[src/rtl/taylor_series_driver.sv]
// Request FIFO plus two-state launcher for the cosine core, with result capture
// onto a valid/ready output stream and a watchdog for a core that never answers.
module taylor_series_driver #(
  parameter int W          = 24,
  parameter int FIFO_DEPTH = 4,
  parameter int TIMEOUT    = 32
) (
  input  logic         clock,
  input  logic         reset,
  input  logic         in_valid,
  output logic         in_ready,
  input  logic [W-1:0] in_angle,
  output logic         core_start,
  output logic [W-1:0] core_angle,
  input  logic         core_ready,
  input  logic [W-1:0] core_result,
  output logic         out_valid,
  input  logic         out_ready,
  output logic [W-1:0] out_result,
  output logic         out_timeout,
  output logic         busy
);

  localparam int AW = $clog2(FIFO_DEPTH);
  localparam int CW = AW + 1;
  localparam int TW = $clog2(TIMEOUT);

  typedef enum logic {IDLE, RUN} state_t;

  state_t state_q, state_d;

  logic [W-1:0]  mem [FIFO_DEPTH];
  logic [AW-1:0] wr_ptr, rd_ptr;
  logic [CW-1:0] count;
  logic          full, empty, push, pop;

  logic          rdy_q, res_edge;
  logic [TW-1:0] wd;
  logic          cap_ok, cap_to, out_free;

  assign full     = (count == CW'(FIFO_DEPTH));
  assign empty    = (count == '0);
  assign in_ready = ~full;
  assign push     = in_valid & in_ready;
  assign res_edge = core_ready & ~rdy_q;
  assign out_free = ~out_valid | out_ready;
  assign busy     = (state_q != IDLE) | ~empty;

  always_ff @(posedge clock) begin
    if (push) mem[wr_ptr] <= in_angle;
  end

  always_ff @(posedge clock or posedge reset) begin
    if (reset) begin
      wr_ptr <= '0;
      rd_ptr <= '0;
      count  <= '0;
    end else begin
      if (push) wr_ptr <= wr_ptr + 1'b1;
      if (pop)  rd_ptr <= rd_ptr + 1'b1;
      case ({push, pop})
        2'b10:   count <= count + 1'b1;
        2'b01:   count <= count - 1'b1;
        default: count <= count;
      endcase
    end
  end

  always_ff @(posedge clock or posedge reset) begin
    if (reset) state_q <= IDLE;
    else       state_q <= state_d;
  end

  always_comb begin
    state_d = state_q;
    pop     = 1'b0;
    cap_ok  = 1'b0;
    cap_to  = 1'b0;
    case (state_q)
      IDLE: begin
        if (!empty && out_free) begin
          pop     = 1'b1;
          state_d = RUN;
        end
      end
      RUN: begin
        // Only a rising edge of ready counts, so a level left high by the last job is ignored.
        if (res_edge) begin
          cap_ok  = 1'b1;
          state_d = IDLE;
        end else if (wd == TW'(TIMEOUT - 1)) begin
          cap_to  = 1'b1;
          state_d = IDLE;
        end
      end
      default: state_d = IDLE;
    endcase
  end

  always_ff @(posedge clock or posedge reset) begin
    if (reset) begin
      rdy_q       <= 1'b0;
      wd          <= '0;
      core_start  <= 1'b0;
      core_angle  <= '0;
      out_valid   <= 1'b0;
      out_result  <= '0;
      out_timeout <= 1'b0;
    end else begin
      rdy_q <= core_ready;
      if (pop) begin
        core_angle <= mem[rd_ptr];
        core_start <= 1'b1;
        wd         <= '0;
      end else if (state_q == RUN) begin
        wd <= wd + 1'b1;
      end
      if (cap_ok || cap_to) begin
        core_start  <= 1'b0;
        out_valid   <= 1'b1;
        out_result  <= cap_ok ? core_result : '0;
        out_timeout <= cap_to;
      end else if (out_valid && out_ready) begin
        out_valid <= 1'b0;
      end
    end
  end

endmodule

[config.mk]
export PLATFORM = sky130hd
export DESIGN_NAME = taylor_series_driver
export DESIGN_NICKNAME = d
export VERILOG_FILES = /design/src/rtl/taylor_series_driver.sv
export SDC_FILE = /design/constraint.sdc
export NUM_CORES = 1
export LEC_CHECK = 0
export ABC_AREA = 0
export CORE_MARGIN = 2
export CORE_UTILIZATION = 40
export DETAILED_ROUTE_END_ITERATION = 7
export PLACE_DENSITY_LB_ADDON = 0.08
export RECOVER_POWER = 50
export SLEW_MARGIN = 25
export SYNTH_ARGS = -nofsm -noshare
export SYNTH_HDL_FRONTEND = slang
export SYNTH_SLANG_ARGS = --single-unit
[constraint.sdc]
create_clock -name clock -period 2.7 [get_ports clock]
set_clock_uncertainty 0.05 [all_clocks]
set_input_delay 0.27 -clock clock [delete_from_list [all_inputs] [get_ports clock]]
set_output_delay 0.27 -clock clock [all_outputs]
set_load 0.05 [all_outputs]
==> flow_summary.json <==
{
  "slew_headroom_pct": 38.8,
  "dr_total_vias": 3094,
  "firstDrtPassIters": 4,
  "leakagePower_nw": 3.03,
  "htreeDepth": 4,
  "p_per_area_nw_per_um2": 1280,
  "ant_nets": 0,
  "drcViolationCount": 0,
  "cp_max_fo": 5,
  "drv_slew": 0,
  "wl_per_cell_microns": 18.2,
  "routabilityCongestion": 0.714,
  "grt_busiest_layer": "met2",
  "synth_edf_count": 96,
  "drt_iter0_drc": 138,
  "finalPower_mw": 10.1,
  "cts-buffers-inserted": 17,
  "run_status": "completed",
  "synth_seq_area_share_pct": 73.7,
  "mostFrequentLayoutCell": "edfxtp_1",
  "grt_use_met1_pct": 18.4,
  "layout.nets": 484,
  "tightestPinTransition_ns": 0.918,
  "insertion_delay_ns": 0.41,
  "peakVddDrop_v": 0.000535,
  "synth_area_per_cell_sq_um": 20.3,
  "worst-setup-path-type": "reg -> out",
  "tns_ns": 0,
  "r2r_cells": 8,
  "fin_area_sq_um": 7920,
  "multi_input_area_sq_um": 1480,
  "initial_core_util_pct": 40.6,
  "critPathLaunch": "count[2]",
  "hp-class": "in -> async",
  "postPlaceCellArea_sq_um": 7390,
  "pre_cts_ws_ns": 0.473,
  "wl_mm": 11.4,
  "dp_hpwl_mm": 6.78,
  "slowest_delay_ns": 0.71,
  "synth.largest_area_cell": "edfxtp_1",
  "synthTopCellsByArea": "edfxtp_1 47%, dfrtp_1 27%, mux4_2 7.4%, a22o_1 3.9%, mux2_2 3.3%",
  "synth-warning-count": 0,
  "synth_top_area_share_pct": 47.1,
  "die_h_microns": 128,
  "maxCapViolCount": 0,
  "grt_pass1_vias": 3365,
  "regArea_sq_um": 4510,
  "grtUsageTotal_pct": 15.2,
  "nFillCells": 1239,
  "reg2reg_to": "count[2]",
  "num_io_pins": 106,
  "antenna_found_initial": 1,
  "core_area_sq_um": 15100,
  "synth_async_sr_flop_share_pct": 40.4,
  "crit_path_start_kind": "flip-flop",
  "root_buffer": "clkbuf_16",
  "fin_ws_ns": 0.239,
  "reg2reg_slack_ns": 0.42,
  "fmaxAchievable_ghz": 0.406,
  "grt_pass1_wl_mm": 18.3,
  "synth.distinct_cells": 35,
  "period_needed_ns": 2.46,
  "layout_common_cells": "96 x edfxtp_1, 79 x clkdlybuf4s50_1, 64 x dfrtp_1, 27 x a22o_1, 26 x dlygate4sd3_1",
  "ctsHoldBuffers": 0,
  "critPathCaptureType": "output port",
  "arrival_ns": 2.14,
  "finalHoldViolations": 0,
  "cp-endpoint": "busy",
  "timing.final.crit_share_pct": 91.2,
  "ctsLongestPathBuffers": 2,
  "cts_setup_buffers": 0,
  "clk_pin_slew_ns": 0.06,
  "synth-main-ff-cell": "edfxtp_1",
  "syn-cell-area_sq_um": 6120,
  "syn-instance-count": 301,
  "grt-ovfl-total": 0,
  "use_met2_pct": 25.2,
  "slowest_stage": "clkdlybuf4s50_1",
  "port_buffers": 105,
  "path_cells": "nor3_4 > or2b_1 > clkdlybuf4s50_1",
  "cp.required_ns": 2.38,
  "drive_gt1_share_pct": 20.9,
  "cts_tree": "done",
  "syn-num-nets": 362,
  "clock-sinks": 161,
  "rsz0062_at_grt": "no",
  "use_met3_pct": 4.88,
  "cts_resized": 0,
  "rr_startpoint": "count[0]",
  "die_x_microns": 128,
  "dieArea_sq_um": 16300,
  "grt_max_degree": 47,
  "syn_to_final_growth_pct": 29.5,
  "setup_viol": 0,
  "ys_ff_latch": 161,
  "drt-vias-per-instance": 4.95,
  "placementRows": 45
}
## sequential cells by signal (all words and copies together), names as in the netlist
name         flops
wd               5
rdy_q            1
wr_ptr           2
state_q          1
rd_ptr           2
count            3
core_start       1
out_valid        1
core_angle      24
out_result      24
out_timeout      1
mem             96
## cells in the mapped netlist, types with 2 or more instances
| library cell | count |
|---|---|
| edfxtp_1 | 96 |
| dfrtp_1 | 65 |
| a22o_1 | 27 |
| mux4_2 | 20 |
| mux2_2 | 18 |
| mux2_4 | 8 |
| ha_1 | 7 |
| inv_1 | 6 |
| and3_1 | 5 |
| buf_2 | 5 |
| clkbuf_1 | 5 |
| xor2_1 | 5 |
| mux4_1 | 4 |
| buf_6 | 3 |
| nor2_1 | 3 |
| buf_8 | 2 |
| nor2b_1 | 2 |
| nor3_4 | 2 |
| xnor2_1 | 2 |
## kinds of logic after synthesis
group / share of synthesized area, %
muxes: 14.5
DFF: 73.7
adders and majority gates: 1.76
buffers and inverters: 2.13
and+or+nand+nor: 2.25
xor gates and xnor gates: 1.00
AOI/OAI and AO/OA: 4.66
## stage by stage
step | utilization (%) | cells | hold slack (ns)
2_1_floorplan | - | 301 | 0.251
3_5_place_dp | 49.0 | 591 | 0.436
5_1_grt | 52.5 | 624 | 0.384
6_report | 52.5 | 625 | 0.342
4_1_cts | 52.6 | 623 | 0.268
3_3_place_gp | 49.0 | 591 | 0.424
## critical path: cells and delay by family, from the launching register on
kind,cells,cell delay [ns]
and+or+nand+nor,2,0.59
DFF,1,0.43
buffers and inverters,1,0.71
## how the worst min path moves through the flow
stage                  startpoint             to  slack, ns  cells after the start
CTS                    core_ready          rdy_q       0.27                      1
global placement            wd[3]          wd[3]       0.42                      1
floorplan              core_ready          rdy_q       0.25                      0
finish                      reset  out_result[3]       0.34                      2
global route           core_ready          rdy_q       0.38                      1
detailed placement  out_result[7]  out_result[7]       0.44                      1
## report_power, final
group          switching, mW  internal [mW]  total, mW
registers              0.394           3.41       3.81
clock network          0.901           1.26       2.16
logic                   2.39           1.74       4.13
## per-layer routing
| layer | share of wire, % | routed length (microns) |
|---|---|---|
| met2 | 50 | 5670 |
| met3 | 5.9 | 672 |
| met1 | 43 | 4850 |
| met4 | 1.5 | 174 |
| met5 | 0 | 0 |
## area by class of cell
type / instances / share of cell area (%)
tap: 188 / 2.97
sequential: 161 / 56.9
clock inverter: 10 / 0.758
timing repair buffer: 118 / 14.2
inverter: 6 / 0.300
clock buffer: 22 / 6.11
antenna: 1 / 0.0316
multi-input combinational: 119 / 18.7
Note: power is estimated with default switching activity, not from simulation.
